File: src/rtl/fifo_reader.sv
// Drain engine for a synchronous FIFO read port: issues credit-limited read strobes,
// captures the registered read data and re-presents it through a 3-entry valid/ready buffer.
module fifo_reader #(
    parameter int WIDTH = 8,
    parameter int CNT_W = 16
) (
    input  logic             clk,
    input  logic             reset_n,
    input  logic             enable,
    input  logic             fifo_empty,
    input  logic [WIDTH-1:0] fifo_data,
    output logic             fifo_rd_en,
    output logic             m_valid,
    output logic [WIDTH-1:0] m_data,
    input  logic             m_ready,
    output logic             busy,
    output logic [CNT_W-1:0] words_out
);

    localparam logic [1:0] IDLE  = 2'd0;
    localparam logic [1:0] RUN   = 2'd1;
    localparam logic [1:0] DRAIN = 2'd2;

    logic [1:0]       state;
    logic [1:0]       state_next;
    logic [1:0]       occ;
    logic             inflight;
    logic [1:0]       head;
    logic [1:0]       tail;
    logic [WIDTH-1:0] mem [3];
    logic [2:0]       credit_used;
    logic             pop;

    function automatic logic [1:0] ptr_inc(input logic [1:0] p);
        return (p == 2'd2) ? 2'd0 : p + 2'd1;
    endfunction

    // A strobe is only issued when both the buffer and the word already in flight fit in 3 slots.
    assign credit_used = {1'b0, occ} + {2'b00, inflight};
    assign fifo_rd_en  = (state == RUN) && !fifo_empty && (credit_used < 3'd3);
    assign m_valid     = (occ != 2'd0);
    assign m_data      = mem[head];
    assign pop         = m_valid && m_ready;
    assign busy        = (state != IDLE);

    always_comb begin
        state_next = state;
        case (state)
            IDLE:    if (enable) state_next = RUN;
            RUN:     if (!enable) state_next = DRAIN;
            DRAIN: begin
                if (enable)
                    state_next = RUN;
                else if (!inflight && (occ == 2'd0))
                    state_next = IDLE;
            end
            default: state_next = IDLE;
        endcase
    end

    // Capture and pop may coincide; the tail slot is always free so the head word is never disturbed.
    always_ff @(posedge clk or negedge reset_n) begin
        if (!reset_n) begin
            state     <= IDLE;
            occ       <= 2'd0;
            inflight  <= 1'b0;
            head      <= 2'd0;
            tail      <= 2'd0;
            words_out <= '0;
            for (int i = 0; i < 3; i++)
                mem[i] <= '0;
        end else begin
            state    <= state_next;
            inflight <= fifo_rd_en;
            if (inflight) begin
                mem[tail] <= fifo_data;
                tail      <= ptr_inc(tail);
            end
            if (pop) begin
                head      <= ptr_inc(head);
                words_out <= words_out + CNT_W'(1);
            end
            case ({inflight, pop})
                2'b10:   occ <= occ + 2'd1;
                2'b01:   occ <= occ - 2'd1;
                default: occ <= occ;
            endcase
        end
    end

endmodule

File: config.mk
export PLATFORM = sky130hd
export DESIGN_NAME = fifo_reader
export DESIGN_NICKNAME = d
export VERILOG_FILES = /design/src/rtl/fifo_reader.sv
export SDC_FILE = /design/constraint.sdc
export NUM_CORES = 1
export LEC_CHECK = 0
export ABC_CLOCK_PERIOD_IN_PS = 2009
export BUFFER_PORTS_ARGS = -buffer_cell sky130_fd_sc_hd__buf_2
export CAP_MARGIN = 10
export CORE_MARGIN = 2
export CORE_UTILIZATION = 40
export DETAILED_ROUTE_END_ITERATION = 16
export PLACE_DENSITY_LB_ADDON = 0.15
export SYNTH_ARGS = -nofsm -noshare
export SYNTH_HDL_FRONTEND = slang
export SYNTH_SLANG_ARGS = --single-unit
File: constraint.sdc
create_clock -name clk -period 2.01 [get_ports clk]
set_input_delay 0.3015 -clock clk [delete_from_list [all_inputs] [get_ports clk]]
set_output_delay 0.3015 -clock clk [all_outputs]
set_load 0.01 [all_outputs]
==> results.yml, run 1 <==
grt:
  gr-usage-met3_pct: 4.71
  grt_overflow: 0
  top_usage_layer: "met2"
  grt_pass1_wl_um: 7560
  grt_pass1_vias: 1583
  grt_use_met1_pct: 19.5
  grt_max_degree: 28
  grtUsageTotal_pct: 15.8
  antenna_found_initial: 0
  use_met2_pct: 27.1
critical_path:
  reg2reg_from: "inflight$_DFF_PN0_"
  startpoint: "inflight$_DFF_PN0_"
  critPathKind: "register to primary output"
  critPathMaxFanout: 2
  cp.arrival_ps: 1650
  slowest_stage: "dfrtp_1"
  startpoint_type: "register"
  end_kind: "primary output"
  cp_data_required_time_ps: 1710
  crit_buf_inv: 1
  critPathMaxStageDelay_ps: 390
  worstPathCellList: "ha_2 > ha_4 > a2111oi_4 > buf_2"
  cpLargestDelayFamily: "adder cells"
clock_network:
  cts_tree: "built"
  cts_sinks: 49
  cts_buffers: 5
  clk_latency_ps: 290
  cts_root_buf: "clkbuf_8"
  cts_buffer_depth: 2
  cts.htree.levels: 2
  clkSlewWorstSetupHoldPaths_ps: 80
run:
  drv_cap: 0
timing:
  post-route-period-util_pct: 97.0
  max_slew_margin_pct: 61.8
  tightest_slew_ps: 573
  setup_tns_ps: 0
  hold_viol: 0
  fin_crit_ps: 1950
  fin_skew_ps: 6.45
  setup_viol: 0
  setup_slack_ps: 61.2
  rsz0062_at_grt: "yes"
  whs_ps: 166
  fmax_ghz: 0.513
  final_max_slew_viol_count: 0
synth:
  synth_cell_types: 33
  ys_seq_elements: 49
  syn_area_um2: 2220
  synth_cells: 173
  synth_edf_count: 0
  syn_area_per_cell_um2: 12.8
  synthArstFlopShare_pct: 100
  ys_seq_area_share_pct: 55.3
  syn-num-nets: 190
  yosysWarnings: 0
  synth_ff_type: "dfrtp_1"
route:
  drc: 0
  via_count: 1477
  vias_per_cell: 4.97
  totalWireLength_um: 4280
  drt_first_pass_iters: 4
  drtAntennaViolNets: 0
  first_iter_violations: 56
  wl_per_cell_um: 14.4
placement:
  dp_hpwl_um: 3120
  placed_cell_area_um2: 2530
  pre_cts_slack_ps: 57.0
  portBuffers: 39
  gp_congestion: 0.759
die:
  rows: 27
  initial_core_util_pct: 40.7
  die_x_um: 78.4
  die_h_um: 78.4
  ioPinCount: 40
  core-area_um2: 5440
  dieArea_um2: 6150
power:
  power_density_nw_per_um2: 1370
  irDropWorstVdd_mv: 0.584
  p_leak_nw: 1.28
layout:
  synthToLayoutAreaGrowth_pct: 20.7
  nets: 241
  antenna_cells: 0
  drive_gt1_share_pct: 36.9
  stdcell_area_um2: 2670
  post-route-util_pct: 49.2
min_path:
  worstHoldPathType: "input port to register"
  hp-start: "enable"
outcome:
  status: "completed"
==> report_power, final <==
group / switching (W) / internal (W) / leakage (nW)
Sequential: 0.000272 / 0.00136 / 0.609
Clock: 0.000303 / 0.000246 / 0.0385
Combinational: 0.000704 / 0.000766 / 0.635
Total: 0.00128 / 0.00237 / 1.28
==> worst reg2reg max path, delay by kind of cell, from the launching register on <==
| family | cells | cell delay (ps) |
|---|---|---|
| AND/OR/NAND/NOR | 1 | 570 |
| multiplexers | 1 | 390 |
| flip-flops | 1 | 360 |
| buffers and inverters | 3 | 280 |
==> state kept, by name, indices dropped and copies added, names as in the netlist <==
signal / cells
mem: 24
words_out: 16
head: 2
occ: 2
state: 2
tail: 2
inflight: 1
==> worst paths after layout <==
path                                             endpoint  slack (ps)  cells after the start
max in group asynchronous       words_out[14]$_DFFE_PN0P_         940                      3
worst min-delay path                 state[1]$_DFFE_PN0P_         170                      2
worst max register to register         mem[6]$_DFFE_PN0P_         310                      5
worst min register to register        mem[20]$_DFFE_PN0P_         490                      1
min in group asynchronous             mem[21]$_DFFE_PN0P_         530                      2
worst max-delay path                           fifo_rd_en          60                      4
==> area by class of cell <==
type                            instances  area (um2)
Tap cell                               72        90.1
Fill cell                             492        2770
Timing Repair Buffer                   49         285
Sequential cell                        49        1230
Multi-Input combinational cell        115         973
Clock inverter                          1        7.51
Clock buffer                            7        76.3
Inverter                                4        15.0
==> cell usage after synthesis, types with 2 or more instances <==
| library cell | instances | area, um2 |
|---|---|---|
| dfrtp_1 | 49 | 1230 |
| nand2_1 | 19 | 71.3 |
| xnor2_1 | 14 | 123 |
| o21ai_0 | 10 | 50.1 |
| mux2_1 | 8 | 90.1 |
| mux2_2 | 8 | 90.1 |
| mux2_4 | 8 | 120 |
| mux2i_1 | 8 | 80.1 |
| nand3_1 | 6 | 30.0 |
| ha_1 | 4 | 50.1 |
| nand4_1 | 4 | 25.0 |
| xor2_1 | 4 | 35.0 |
| inv_2 | 3 | 11.3 |
| nor2_1 | 3 | 11.3 |
| a21o_1 | 2 | 15.0 |
| buf_6 | 2 | 22.5 |
| clkbuf_1 | 2 | 7.51 |
| nor2b_1 | 2 | 12.5 |
| nor3_1 | 2 | 10.0 |
| or2_2 | 2 | 12.5 |
==> placed cells by master (no fill, tap or decap), types with 2 or more instances in the layout <==
cell type / instances
or2_2: 2
a21o_1: 2
inv_2: 3
mux2_4: 8
nand2_1: 19
xnor2_1: 14
buf_4: 8
nor2b_1: 2
xor2_1: 4
ha_1: 2
nand4_1: 4
nand3_1: 6
mux2i_1: 8
clkbuf_8: 5
nor3_1: 2
o21ai_0: 10
dfrtp_1: 49
mux2_2: 8
clkbuf_1: 2
mux2_1: 8
buf_2: 39
nor2_1: 3
==> metal layers <==
layer	wire (um)	vias to the layer above	share of wire, %
li1	-	697	-
met1	1830	745	43
met2	2190	30	51
met3	215	5	5.0
met4	52	0	1.2
met5	0	-	0
==> cells by family (layout without fill, tap and decap cells) <==
kind of cell	Yosys count	count (layout)	share of synthesized area (%)
DFF	49	49	55.3
and+or+nand+nor	45	45	11.6
muxes	32	32	17.2
xor gates and xnor gates	18	18	7.11
AOI/OAI and AO/OA	16	16	4.29
buffers and inverters	9	61	2.26
adders and majority gates	4	4	2.26
==> through the flow <==
stage                     total power [W]  cells
final                             0.00365    297
after global routing              0.00395    297
after CTS                         0.00368    296
after detailed placement          0.00308    286
after global placement            0.00300    286
after floorplan                   0.00255    173
==> what timing repair did <==
action | CTS | global route
setup endpoints to repair | 1 | 1
pin swaps | 1 | 2
setup buffers | 1 | 1
hold buffers | 1 | 0
resized for setup | 3 | 2
hold endpoints to repair | 2 | 0
Note: power is estimated with default switching activity, not from simulation.
==> inputs of run 2 (changes only) <==
--- a/config.mk
+++ b/config.mk
@@ -8,6 +8,8 @@
 export ABC_CLOCK_PERIOD_IN_PS = 2009
 export BUFFER_PORTS_ARGS = -buffer_cell sky130_fd_sc_hd__buf_2
 export CAP_MARGIN = 10
+export CELL_PAD_IN_SITES_DETAIL_PLACEMENT = 0
+export CELL_PAD_IN_SITES_GLOBAL_PLACEMENT = 1
 export CORE_MARGIN = 2
 export CORE_UTILIZATION = 40
 export DETAILED_ROUTE_END_ITERATION = 16
==> run 2 against run 1 <==
Net effect:
- largest cell class unchanged
- routed wire length increased by 2.5%
- die area unchanged
- global-route usage decreased by 0.22 points
- worst setup slack got worse by 6.6 ps
- critical path type unchanged
- clock skew decreased by 2.4 ps
- count of clock-buffer cells in the layout unchanged
- register-to-register slack got worse by 80 ps
- highest routed layer unchanged
==> results.yml, run 2 (synthesis gave the netlist of run 1 again) <==
timing:
  setup_viol: 0
  post-route-period-util_pct: 97.3
  hold_viol: 0
  rsz0062_at_grt: "yes"
  setup_slack_ps: 54.6
  fmax_ghz: 0.511
  tightest_slew_ps: 759
  fin_crit_ps: 1960
  fin_skew_ps: 4.09
  setup_tns_ps: 0
  final_max_slew_viol_count: 0
  max_slew_margin_pct: 49.4
clock_network:
  cts_buffers: 5
  clk_latency_ps: 290
  cts.htree.levels: 2
  cts_root_buf: "clkbuf_8"
  clkSlewWorstSetupHoldPaths_ps: 80
  cts_tree: "built"
  cts_sinks: 49
  cts_buffer_depth: 2
route:
  vias_per_cell: 4.95
  first_iter_violations: 54
  via_count: 1469
  totalWireLength_um: 4390
  drtAntennaViolNets: 0
  wl_per_cell_um: 14.8
  drc: 0
  drt_first_pass_iters: 4
layout:
  top_register: "mem"
  antenna_cells: 0
  n_fill_cell: 514
  final_cell_mix: "dfrtp_1, buf_2, nand2_1"
  drive_gt1_share_pct: 38.2
  largestRegisters: "mem x24, words_out x16"
  final_common_cell: "dfrtp_1"
  stdcell_area_um2: 2700
  largest_reg_flops: 24
  synthToLayoutAreaGrowth_pct: 22.0
  nets: 241
critical_path:
  cp_data_required_time_ps: 1710
  startpoint: "inflight$_DFF_PN0_"
  critPathKind: "register to primary output"
  end_kind: "primary output"
  critPathMaxFanout: 2
  regToRegSetupSlack_ps: 230
  crit_end: "fifo_rd_en"
  r2r_end: "mem[6]$_DFFE_PN0P_"
  reg2reg_from: "inflight$_DFF_PN0_"
  worstRegToRegCells: 5
  startpoint_type: "register"
  cp.arrival_ps: 1650
die:
  die_h_um: 78.4
  rows: 27
  die_x_um: 78.4
  initial_core_util_pct: 40.7
  dieArea_um2: 6150
  core-area_um2: 5440
  ioPinCount: 40
outcome:
  status: "completed"
power:
  power.internal_w: 0.00254
  power_density_nw_per_um2: 1420
  pwr-share-seq_pct: 44.0
  power_frac_comb_pct: 37.6
  irDropWorstVdd_mv: 0.540
  p_leak_nw: 1.30
  p_switching_w: 0.00130
  swShare_pct: 33.8
  fin_total_pwr_w: 0.00385
  clkPwrFrac_pct: 18.5
grt:
  grt_max_degree: 36
  grt_overflow: 0
  antenna_found_initial: 0
  grt_pass1_vias: 1514
  grtUsageTotal_pct: 15.6
  grt_pass1_wl_um: 7440
placement:
  pre_cts_slack_ps: 53.3
  gp_congestion: 0.745
  placed_cell_area_um2: 2530
  dp_hpwl_um: 3230
  portBuffers: 39
min_path:
  worstHoldPathType: "input port to async pin"
run:
  drv_cap: 0
[run 2: routing by layer]
metal | up-vias | global-route usage, % | wire length (um)
li1 | 699 | - | -
met1 | 740 | 20.0 | 1940
met2 | 25 | 26.2 | 2240
met3 | 5 | 4.37 | 168
met4 | 0 | 3.68 | 39
met5 | - | 0 | 0
[run 2: power groups by stage]
stage / clock, W / sequential [W] / combinational [W]
after global placement: 0 / 0.00166 / 0.00134
after CTS: 0.000732 / 0.00168 / 0.00144
after floorplan: 0 / 0.00163 / 0.000922
final: 0.000710 / 0.00169 / 0.00145
after detailed placement: 0 / 0.00170 / 0.00139
after global routing: 0.000783 / 0.00175 / 0.00160
[run 2: repair_timing]
item | 4_1_cts | 5_1_grt
hold buffers | 0 | 0
pin swaps | 1 | 2
buffers inserted | 1 | 1
setup endpoints to repair | 1 | 3
gates resized for setup | 3 | 4
[run 2: worst min-delay path by stage]
stage,startpoint,endpoint,slack [ps],cells after the start
after floorplan,reset_n,head[0]$_DFFE_PN0P_,6,0
after global placement,reset_n,mem[4]$_DFFE_PN0P_,410,1
after detailed placement,reset_n,mem[0]$_DFFE_PN0P_,420,1
after CTS,reset_n,mem[0]$_DFFE_PN0P_,90,1
after global routing,reset_n,mem[16]$_DFFE_PN0P_,120,1
final,reset_n,mem[0]$_DFFE_PN0P_,70,1
[run 2: through the flow]
stage | utilization, % | std cells | hold slack [ps]
finish | 49.7 | 297 | 70.9
floorplan | - | 173 | 5.91
CTS | 49.1 | 296 | 91.1
detailed placement | 46.4 | 287 | 416
global route | 49.7 | 297 | 123
global placement | 46.4 | 287 | 408
[run 2: cell type report]
cell class / instances / area (um2) / area share (%)
well taps: 72 / 90.1 / 3.33
repair buffers: 49 / 270 / 10.0
clock buffers: 7 / 86.3 / 3.19
inverters: 4 / 15.0 / 0.556
flip-flops and latches: 49 / 1230 / 45.4
clock inverters: 1 / 30.0 / 1.11
multi-input cells: 115 / 983 / 36.4
[run 2: worst max-delay path, stage by stage (launching register included)]
cell       delay, ps
dfrtp_1          420
ha_4             190
ha_4             220
a2111oi_4        350
buf_2            190
==> inputs of run 3 (changes only) <==
--- a/config.mk
+++ b/config.mk
@@ -13,7 +13,7 @@
 export CORE_MARGIN = 2
 export CORE_UTILIZATION = 40
 export DETAILED_ROUTE_END_ITERATION = 16
-export PLACE_DENSITY_LB_ADDON = 0.15
+export PLACE_DENSITY_LB_ADDON = 0.1
 export SYNTH_ARGS = -nofsm -noshare
 export SYNTH_HDL_FRONTEND = slang
 export SYNTH_SLANG_ARGS = --single-unit
==> run 3 against run 2 <==
Net effect:
- die area unchanged
- cell count increased by 0.34%
- critical path depth unchanged
- routed wire length up 1.3%
- sequential power barely moved
==> results.yml, run 3 (synthesis gave the netlist of run 1 again) <==
outcome:
  status: "completed"
die:
  core-area_um2: 5440
  die_x_um: 78.4
  dieArea_um2: 6150
  die_h_um: 78.4
  rows: 27
  initial_core_util_pct: 40.7
  ioPinCount: 40
power:
  irDropWorstVdd_mv: 0.736
  p_leak_nw: 1.30
  power_density_nw_per_um2: 1430
clock_network:
  cts_buffer_depth: 2
  cts_tree: "built"
  clk_latency_ps: 290
  cts_root_buf: "clkbuf_8"
  cts_buffers: 5
  cts.htree.levels: 2
  cts_sinks: 49
  clkSlewWorstSetupHoldPaths_ps: 90
critical_path:
  startpoint_type: "register"
  cp.arrival_ps: 1670
  critPathMaxStageDelay_ps: 390
  crit_buf_inv: 1
  critPathMaxFanout: 2
  slowest_stage: "dfrtp_1"
  cp_data_required_time_ps: 1710
  critPathKind: "register to primary output"
  end_kind: "primary output"
  worstPathCellList: "ha_2 > ha_4 > a2111oi_4 > buf_2"
  cpLargestDelayFamily: "adder cells"
route:
  via_count: 1464
  vias_per_cell: 4.91
  first_iter_violations: 82
  drtAntennaViolNets: 0
  totalWireLength_um: 4450
  drc: 0
  wl_per_cell_um: 14.9
  drt_first_pass_iters: 4
layout:
  final_cell_mix: "dfrtp_1, buf_2, nand2_1"
  seqCellArea_um2: 1230
  top_register: "mem"
  multi_input_area_um2: 973
  post-route-util_pct: 49.6
  synthToLayoutAreaGrowth_pct: 21.7
  nets: 242
  largestRegisters: "mem x24, words_out x16"
  antenna_cells: 0
  final_common_cell: "dfrtp_1"
  largest_reg_flops: 24
  n_fill_cell: 508
  drive_gt1_share_pct: 38.5
timing:
  tightest_slew_ps: 799
  final_max_slew_viol_count: 0
  fin_skew_ps: 4.56
  setup_tns_ps: 0
  rsz0062_at_grt: "yes"
  post-route-period-util_pct: 97.9
  fin_crit_ps: 1970
  max_slew_margin_pct: 46.8
  setup_viol: 0
  fmax_ghz: 0.508
  hold_viol: 0
  whs_ps: 86.7
  setup_slack_ps: 41.9
placement:
  gp_congestion: 0.727
  portBuffers: 39
  pre_cts_slack_ps: 72.8
  dp_hpwl_um: 3210
grt:
  grt_overflow: 0
  antenna_found_initial: 0
  grt_pass1_vias: 1580
  grt_pass1_wl_um: 7600
  grt_max_degree: 36
  grtUsageTotal_pct: 16.1
min_path:
  worstHoldPathType: "input port to async pin"
run:
  drv_cap: 0
[run 3: cell types whose count changed in the layout (fill, tap and decap cells not counted), sizes merged]
cell	before	now
clkinvlp	0	1
buf	49	50
clkbuf	7	5
clkinv	0	1
[run 3: timing repair]
action,CTS,global route
hold buffers,0,0
setup endpoints to repair,1,1
resized for setup,3,2
buffers inserted,1,1
pin swaps,1,1
[run 3: power by group]
group          switching, W  internal (W)
logic              0.000711      0.000785
registers          0.000305       0.00136
clock network      0.000319      0.000372
total               0.00133       0.00252
[run 3: cell type report]
| class | instances | area share (%) |
|---|---|---|
| Multi-Input combinational cell | 115 | 36.1 |
| Sequential cell | 49 | 45.5 |
| Inverter | 4 | 0.557 |
| Timing Repair Buffer | 50 | 10.3 |
| Clock buffer | 5 | 2.55 |
| Tap cell | 72 | 3.34 |
| Clock inverter | 3 | 1.72 |
[run 3: final timing paths]
check | start | to | slack (ps) | cells past startpoint
worst min register to register | words_out[15]$_DFFE_PN0P_ | words_out[15]$_DFFE_PN0P_ | 480 | 1
worst max register to register | occ[0]$_DFFE_PN0P_ | occ[1]$_DFFE_PN0P_ | 250 | 7
worst max-delay path | occ[0]$_DFFE_PN0P_ | fifo_rd_en | 40 | 4
worst min-delay path | reset_n | mem[15]$_DFFE_PN0P_ | 90 | 1
min in group clk | enable | state[1]$_DFFE_PN0P_ | 160 | 2
max in group asynchronous | reset_n | words_out[12]$_DFFE_PN0P_ | 1280 | 2
[run 3: routing by layer]
layer | track usage [%] | vias up | routed length (um)
met5 | 0 | - | 0
met4 | 4.21 | 0 | 16
met3 | 3.68 | 2 | 181
met2 | 28.2 | 38 | 2250
met1 | 20.1 | 723 | 2000
li1 | - | 701 | -
[run 3: stage by stage]
stage | std cells | total power [W] | area [um2]
6_report | 298 | 0.00385 | 2700
5_1_grt | 298 | 0.00414 | 2700
4_1_cts | 297 | 0.00387 | 2680
3_5_place_dp | 288 | 0.00312 | 2530
3_3_place_gp | 288 | 0.00301 | 2530
2_1_floorplan | 173 | 0.00255 | 2220
